[config.mk]
export PLATFORM = sky130hd
export DESIGN_NAME = rr_sel_arbiter_flat
export DESIGN_NICKNAME = d
export VERILOG_FILES = /design/src/rtl/rr_sel_arbiter_pkg.sv /design/src/rtl/rr_sel_arbiter_if.sv /design/src/rtl/rr_sel_arbiter_pick.sv /design/src/rtl/rr_sel_arbiter.sv /design/src/flat_wrapper.sv
export SDC_FILE = /design/constraint.sdc
export NUM_CORES = 1
export LEC_CHECK = 0
export ABC_AREA = 1
export CAP_MARGIN = 25
export CELL_PAD_IN_SITES_DETAIL_PLACEMENT = 0
export CELL_PAD_IN_SITES_GLOBAL_PLACEMENT = 1
export CORE_MARGIN = 2
export CORE_UTILIZATION = 36
export DETAILED_ROUTE_END_ITERATION = 10
export MAX_ROUTING_LAYER = met4
export PLACE_DENSITY = 0.87
export SLEW_MARGIN = 30
export SYNTH_ARGS = -nofsm -noshare
export SYNTH_HDL_FRONTEND = slang
export SYNTH_SLANG_ARGS = --single-unit
[constraint.sdc]
create_clock -name iClk -period 2.1 [get_ports iClk]
set_clock_uncertainty 0.1 [all_clocks]
set_input_delay 0.315 -clock iClk [delete_from_list [all_inputs] [get_ports iClk]]
set_output_delay 0.315 -clock iClk [all_outputs]
set_load 0.03 [all_outputs]
[src/rtl/rr_sel_arbiter_pkg.sv]
// Shared types and constants for the round-robin select arbiter and its picker.
package arb_pkg;

  localparam int NREQ  = 4;
  localparam int SEL_W = 2;

  typedef enum logic {
    IDLE  = 1'b0,
    GRANT = 1'b1
  } state_e;

  typedef logic [SEL_W-1:0] sel_t;
  typedef logic [NREQ-1:0]  req_t;

  function automatic req_t sel_onehot(input sel_t s);
    req_t v;
    v = '0;
    v[s] = 1'b1;
    return v;
  endfunction

endpackage

[src/rtl/rr_sel_arbiter_if.sv]
// Request/grant bundle between the requesters and the arbiter, plus FSM debug taps.
interface rr_sel_arbiter_if;
  import arb_pkg::*;

  // Handshake: requests are level-sensitive; a grant is valid while oGntValid is high,
  // and the owner ends it with iDone or by dropping its request line.
  logic   iEn;
  logic   [NREQ-1:0] iReq;
  logic   iDone;
  sel_t   oS;
  logic   oGntValid;
  logic   [NREQ-1:0] oGnt;
  logic   oTimeout;
  state_e dbg_state;
  sel_t   dbg_ptr;

  modport master (
    output iEn, iReq, iDone,
    input  oS, oGntValid, oGnt, oTimeout, dbg_state, dbg_ptr
  );

  modport slave (
    input  iEn, iReq, iDone,
    output oS, oGntValid, oGnt, oTimeout, dbg_state, dbg_ptr
  );

endinterface

[src/rtl/rr_sel_arbiter_pick.sv]
// Combinational round-robin picker: first set request at or above ptr, wrapping.
module rr_pick
  import arb_pkg::*;
(
  input  req_t req,
  input  sel_t ptr,
  output logic found,
  output sel_t idx
);

  sel_t cand;

  // Scan from the farthest offset down so the nearest-to-ptr hit is written last.
  always_comb begin
    found = 1'b0;
    idx   = '0;
    cand  = '0;
    for (int i = NREQ - 1; i >= 0; i--) begin
      cand = ptr + sel_t'(i);
      if (req[cand]) begin
        found = 1'b1;
        idx   = cand;
      end
    end
  end

endmodule

[src/rtl/rr_sel_arbiter.sv]
// Round-robin arbiter driving a registered 2-bit select into a 4:1 mux, with hold timeout.
module rr_sel_arbiter
  import arb_pkg::*;
#(
  parameter int MAX_HOLD = 8
) (
  input logic             iClk,
  input logic             iRst,
  rr_sel_arbiter_if.slave bus
);

  localparam logic [7:0] CNT_LAST = 8'(MAX_HOLD - 1);
  localparam logic [7:0] CNT_MAX  = 8'hFF;

  state_e     state_q, state_n;
  sel_t       sel_q, sel_n;
  sel_t       ptr_q, ptr_n;
  logic [7:0] cnt_q, cnt_n;
  logic       timeout_q, timeout_n;

  sel_t pick_ptr;
  logic pick_found;
  sel_t pick_idx;
  logic rel_done, rel_drop, rel_to, rel_any;

  // While granting, the picker already looks from owner+1 so a release can re-grant at once.
  always_comb begin
    pick_ptr = ptr_q;
    if (state_q == GRANT) begin
      pick_ptr = sel_q + sel_t'(1);
    end
  end

  rr_pick u_pick (
    .req   (bus.iReq),
    .ptr   (pick_ptr),
    .found (pick_found),
    .idx   (pick_idx)
  );

  always_comb begin
    rel_done = bus.iDone;
    rel_drop = !bus.iReq[sel_q];
    rel_to   = (cnt_q == CNT_LAST);
    rel_any  = rel_done || rel_drop || rel_to;
  end

  always_ff @(posedge iClk) begin
    if (iRst) begin
      state_q   <= IDLE;
      sel_q     <= '0;
      ptr_q     <= '0;
      cnt_q     <= '0;
      timeout_q <= 1'b0;
    end else begin
      state_q   <= state_n;
      sel_q     <= sel_n;
      ptr_q     <= ptr_n;
      cnt_q     <= cnt_n;
      timeout_q <= timeout_n;
    end
  end

  always_comb begin
    state_n   = state_q;
    sel_n     = sel_q;
    ptr_n     = ptr_q;
    cnt_n     = cnt_q;
    timeout_n = 1'b0;
    unique case (state_q)
      IDLE: begin
        if (bus.iEn && pick_found) begin
          state_n = GRANT;
          sel_n   = pick_idx;
          cnt_n   = '0;
        end
      end
      GRANT: begin
        if (rel_any) begin
          ptr_n     = sel_q + sel_t'(1);
          // Only a pure hold expiry is flagged; a coinciding done or drop is a normal release.
          timeout_n = rel_to && !rel_done && !rel_drop;
          cnt_n     = '0;
          if (bus.iEn && pick_found) begin
            sel_n = pick_idx;
          end else begin
            state_n = IDLE;
          end
        end else if (cnt_q != CNT_MAX) begin
          cnt_n = cnt_q + 8'd1;
        end
      end
      default: state_n = IDLE;
    endcase
  end

  always_comb begin
    bus.oS        = sel_q;
    bus.oGntValid = (state_q == GRANT);
    bus.oGnt      = (state_q == GRANT) ? sel_onehot(sel_q) : '0;
    bus.oTimeout  = timeout_q;
    bus.dbg_state = state_q;
    bus.dbg_ptr   = ptr_q;
  end

endmodule
[src/flat_wrapper.sv]
// flat-port wrapper written by rule: the top's interface ports become plain ports
module rr_sel_arbiter_flat import arb_pkg::*;
#(
  parameter int MAX_HOLD = 8
)
  (iClk, iRst, bus_iEn, bus_iReq, bus_iDone, bus_oS, bus_oGntValid, bus_oGnt, bus_oTimeout, bus_dbg_state, bus_dbg_ptr);
  rr_sel_arbiter_if bus_i ();
  input logic iClk;
  input logic iRst;
  input wire logic [$bits(bus_i.iEn)-1:0] bus_iEn;
  input wire logic [$bits(bus_i.iReq)-1:0] bus_iReq;
  input wire logic [$bits(bus_i.iDone)-1:0] bus_iDone;
  output wire logic [$bits(bus_i.oS)-1:0] bus_oS;
  output wire logic [$bits(bus_i.oGntValid)-1:0] bus_oGntValid;
  output wire logic [$bits(bus_i.oGnt)-1:0] bus_oGnt;
  output wire logic [$bits(bus_i.oTimeout)-1:0] bus_oTimeout;
  output wire logic [$bits(bus_i.dbg_state)-1:0] bus_dbg_state;
  output wire logic [$bits(bus_i.dbg_ptr)-1:0] bus_dbg_ptr;
  assign bus_i.iEn = bus_iEn;
  assign bus_i.iReq = bus_iReq;
  assign bus_i.iDone = bus_iDone;
  assign bus_oS = bus_i.oS;
  assign bus_oGntValid = bus_i.oGntValid;
  assign bus_oGnt = bus_i.oGnt;
  assign bus_oTimeout = bus_i.oTimeout;
  assign bus_dbg_state = bus_i.dbg_state;
  assign bus_dbg_ptr = bus_i.dbg_ptr;
  rr_sel_arbiter #(.MAX_HOLD(MAX_HOLD)) u_core (.iClk(iClk), .iRst(iRst), .bus(bus_i));
endmodule
### Yosys cells after proc, flatten, opt, wreduce, memory -nomap -nowiden

Index checks and enable logic that the tools add are counted.

* $add $sub $neg: 5
* order comparisons: 6
* equal/unequal tests: 5
* mux-type cells: 32
* bitwise logic cells: 2
* reductions and logical operators: 11

Operators by type and width (number)
* $mux 8: 3
* $pmux 8 s2: 1
* $lt 2x3->1 const B: 5
* $mux 2: 7
* $mux 1: 12
* $bmux 1 s2: 5
* $add 8x1->8 const B: 1
* $eq 8x3->1 const B: 1
* $ne 8x8->1 const B: 1
* $add 2x1->2 const B: 2
* $add 2x2->2 const B: 2
* $logic_and 1x1->1: 4
* $mux 4: 1
* $pmux 2 s2: 1
* $reduce_and 2->1: 2
* $ne 3x3->1 const B: 1
* $reduce_or 3->1: 1
* $demux 1 s2: 1
* $ge 2x1->1 const B: 1
* $logic_not 1->1: 2
* $logic_or 1x1->1: 2
* $ne 2x1->1 const B: 1
* $ne 2x2->1 const B: 1
* $not 1->1: 2
* $pmux 1 s2: 1

* register bits: 14
* input port bits: 8
* output and inout port bits: 11
* logic and storage cells: 66

### Longest topological paths before layout

* word-level depth: 13
* gate-level depth with buffers: 15

### Modules after synthesis

From an unflattened synthesis, not the netlist that was laid out.

* cell total of the unflattened synthesis: 181
* area total of the unflattened synthesis: 1113.6 sq um

Modules (own cells, without submodules)
* rr_sel_arbiter: times used 1, cells an instance 135, area each 900.9 sq um, sequential area each 280.3 sq um
* rr_pick: times used 1, cells an instance 46, area each 212.7 sq um, sequential area each 0.0 sq um

### Worst setup path before layout

No wires, ideal clock.

* kind: register -> register
* start point: reg u_core.sel_q[0], in the netlist u_core.bus.oS[0]
* end point: reg u_core.sel_q[0], in the netlist u_core.bus.oS[0]
* data arrival time: 1.769 ns
* data required time: 1.891 ns
* slack: 0.122 ns
* cell stages (with the launch flop): 15
* period minus slack after synthesis: 1.978 ns
* cells stage by stage: dfxtp_1 > inv_2 > ha_1 > inv_1 > nand2_1 > nand2_2 > nand2_1 > nand2_1 > nand2_1 > nand2_1 > nand2_2 > nand3_1 > nand3_1 > nand2_1 > inv_1

* cells in the longest elaborated chain, start to end: 13
* elaborated cells on any way between the ends: 31

Ends and longest elaborated chain
* start: declaration: RTL line rr_sel_arbiter.sv:16 `sel_t sel_q, sel_n;`
* start signal: assignment: RTL line rr_sel_arbiter.sv:57 `sel_q <= sel_n;`
* $add 2x1->2: RTL line rr_sel_arbiter.sv:30 `pick_ptr = sel_q + sel_t'(1);`
* $mux 2: RTL line rr_sel_arbiter.sv:29 `if (state_q == GRANT) begin`
* $add 2x2->2: RTL line rr_sel_arbiter_pick.sv:19 `cand = ptr + sel_t'(i);`
* $bmux 1 s2: RTL line rr_sel_arbiter_pick.sv:20 `if (req[cand]) begin`
* $mux 1 (implied by the code): RTL line rr_sel_arbiter_pick.sv:20
* $mux 1 (4 in a row): RTL line rr_sel_arbiter_pick.sv:20
* $logic_and 1x1->1: RTL line rr_sel_arbiter.sv:72, rr_sel_arbiter.sv:84
* $mux 2: RTL line rr_sel_arbiter.sv:72, rr_sel_arbiter.sv:84
* $mux 2: RTL line rr_sel_arbiter.sv:79 `if (rel_any) begin`
* $pmux 2 s2: RTL line rr_sel_arbiter.sv:70 `unique case (state_q)`

Several ways; a longest one is shown, not always the timed one. The select of a mux whose other input is x is not followed.
A chain may end at the register's enable or synchronous reset.

### Worst setup path after layout

* start point: reg u_core.state_q, in the netlist u_core.bus.dbg_state
* end point: out bus_dbg_state

RTL lines
* start: declaration: RTL line rr_sel_arbiter.sv:15 `state_e state_q, state_n;`
* start signal: assignment: RTL line rr_sel_arbiter.sv:56 `state_q <= state_n;`
* end: declaration: RTL line flat_wrapper.sv:17 `output wire logic [$bits(bus_i.dbg_state)-1:0] bus_dbg_state;`

No word-level cell between the ends.

==> results.py <==
metrics = {
    "worst_hold_path": {
        "hold_class": "flop to flop",
        "min_from": "u_core.cnt_q[1]$_SDFFE_PP0P_",
    },
    "detailed_routing": {
        "vias_per_cell": 4.68,
        "via_count": 1188,
        "drcViolationCount": 0,
        "ant_nets": 0,
        "routed_wl_mm": 2.68,
        "wire_per_inst_um": 10.5,
        "firstDrtPassIters": 4,
        "first_iter_violations": 68,
    },
    "timing": {
        "fmax_mhz": 514,
        "fin_crit_ns": 1.95,
        "fin_crit_sh": 0.926,
        "hold_viol_final": 0,
        "rsz0062_at_grt": "false",
        "timing.hold.ws_ns": 0.411,
        "maxSlewHeadroom": 0.786,
        "tightest_slew_ns": 0.320,
        "final-setup-viol-count": 0,
        "slew_violations": 0,
        "setup_ws_ns": 0.155,
        "timing.setup.tns_ns": 0,
    },
    "power_and_ir_drop": {
        "peakVddDrop_v": 0.000209,
        "cellPowerDensity_mw_per_mm2": 571,
        "p_total_mw": 0.809,
        "leakage_nw": 0.716,
    },
    "layout": {
        "diodes": 0,
        "areaGrowthSynthToFinish_pct": 21.9,
        "drive_gt1_frac": 0.138,
        "final_core_util": 0.464,
        "nFillCells": 344,
        "fin_nets": 224,
    },
    "worst_setup_path": {
        "crit_path_start": "u_core.bus.dbg_state$_SDFF_PP0_",
        "critPathRequiredTime_ns": 1.68,
        "cp_max_fo": 11,
        "cp-end-kind": "primary output",
        "path_cells": "buf_4 -> clkdlybuf4s50_1",
        "rr_startpoint": "u_core.bus.oS[1]$_SDFFE_PP0P_",
        "slowest_stage": "clkdlybuf4s50_1",
        "slowest_delay_ns": 0.69,
        "start_kind": "flop",
        "crit_type": "flop to primary output",
        "arrival_ns": 1.53,
    },
    "clocking": {
        "h-tree-depth": 1,
        "cts_root_buf": "clkbuf_4",
        "cts_buffers": 3,
        "cts_tree": "built",
        "insertion_delay_ns": 0.29,
        "cts_hold_buf": 0,
        "clk_pin_slew_ns": 0.10,
        "post_cts_buffers": 0,
        "clockBufferDepth": 2,
        "cts_sinks": 14,
    },
    "synth": {
        "ys_warn_count": 0,
        "synth_area_per_cell_um2": 6.12,
        "syn_area_mm2": 0.00116,
        "yosys.area.top_type_share": 0.241,
        "yosys.cell_types.count": 28,
        "synth_top_cell_by_area": "dfxtp_1",
        "synth_fp_nets": 203,
        "synthTopCellsByArea": "dfxtp_1 (24%), nand2_1 (21%), inv_1 (6.8%), nor2_1 (6.5%), nand2_2 (5.9%)",
        "syn_inst": 190,
        "seq_area_frac_synth": 0.241,
        "ys_ff_latch": 14,
    },
    "floorplanning": {
        "fp.dieW_um": 60.8,
        "ios": 19,
        "die_y_um": 60.8,
        "initial_core_util": 0.381,
        "die_area_mm2": 0.00370,
        "rows": 20,
        "core_mm2": 0.00305,
    },
    "global_route": {
        "grt_max_degree": 12,
        "grt_pass1_wl_mm": 4.61,
        "grt_pass1_vias": 1049,
        "grt-ovfl-total": 0,
        "grt_usage": 0.170,
        "antenna_found_initial": 0,
    },
    "placement": {
        "gp_congestion": 0.818,
        "pre_cts_ws_ns": 0.221,
        "hpwl_mm": 2.10,
        "io_buffers": 18,
    },
    "status": {
        "status": "complete, no violations",
    },
    "job": {
        "maxCapViolations": 0,
    },
}
[Yosys cell counts (all sizes together)]
cell type / n
o211ai: 3
nand3: 14
clkinv: 1
xnor2: 1
ha: 5
nand2: 80
inv: 24
nor4: 1
o21ai: 2
a21oi: 9
a211oi: 1
dfxtp: 14
nor2: 20
buf: 5
xor2: 2
nor3b: 1
nor3: 2
nand4: 5
[report_power, final]
| part | switching, mW | leakage [nW] | internal [mW] |
|---|---|---|---|
| clock network | 0.0964 | 0.0210 | 0.105 |
| logic | 0.196 | 0.581 | 0.113 |
| registers | 0.0165 | 0.115 | 0.281 |
| total | 0.309 | 0.716 | 0.500 |
[layer usage]
layer,GRT usage,part of all wire
met5,-,0
met2,0.249,0.45
met4,0.0559,0.0071
met1,0.237,0.51
met3,0.0256,0.032
[cell families (layout without fill, tap and decap cells)]
group | Yosys count | count (layout) | synth area share
AOI/OAI and AO/OA | 15 | 15 | 0.0764
xor gates and xnor gates | 3 | 3 | 0.0226
adders and majority gates | 5 | 5 | 0.0538
buffers and inverters | 30 | 50 | 0.118
DFF | 14 | 14 | 0.241
and+or+nand+nor | 123 | 123 | 0.488
[cells in the final DEF, fill, tap and decap left out, types with 2 or more instances in the layout]
cell,synthesis,routed
ha_1,5,5
nand2_2,11,11
inv_1,21,21
clkdlybuf4s50_1,0,14
clkbuf_4,0,3
buf_4,1,3
inv_2,3,3
nor2_1,20,20
nand4_1,4,4
a21oi_1,8,8
nand3_1,13,13
nand2_4,3,3
xor2_1,2,2
dfxtp_1,14,14
nand2_1,66,66
nor3_1,2,2
dlygate4sd2_1,0,3
o211ai_1,3,3
[path summary, 6_finish.rpt]
check,endpoint,slack [ns],cells past startpoint
max,bus_dbg_state,0.15,2
min,u_core.cnt_q[1]$_SDFFE_PP0P_,0.41,2
max reg2reg,u_core.bus.oS[0]$_SDFFE_PP0P_,0.19,14
min reg2reg,u_core.cnt_q[1]$_SDFFE_PP0P_,0.41,2
[repair_timing]
action / CTS / global route
pin swaps: 0 / 0
resized for setup: 3 / 1
cloned: 0 / 0
endpoints found under the setup margin: 3 / 1
[stage by stage]
stage / cell area [um2] / std cells
6_report: 1420 / 254
5_1_grt: 1420 / 254
2_1_floorplan: 1160 / 190
4_1_cts: 1410 / 254
3_3_place_gp: 1380 / 250
3_5_place_dp: 1380 / 250
[sequential cells by signal, summed over array words and instances (netlist names)]
register	count
u_core.cnt_q	8
u_core.bus.oTimeout	1
u_core.bus.oS	2
u_core.bus.dbg_ptr	2
u_core.bus.dbg_state	1
[final cells by class]
type,instances,area (um2),area share
clock buffers,4,36.3,0.0256
inverters,25,98.8,0.0698
multi-input cells,146,744,0.526
flip-flops and latches,14,280,0.198
well taps,44,55.1,0.0389
repair buffers,21,201,0.142
[critical path: cells and delay by family, from the launching register on]
family | cells | cell delay, ns
buf+inv | 2 | 0.90
flops | 1 | 0.34
Note: power is estimated with default switching activity, not from simulation.
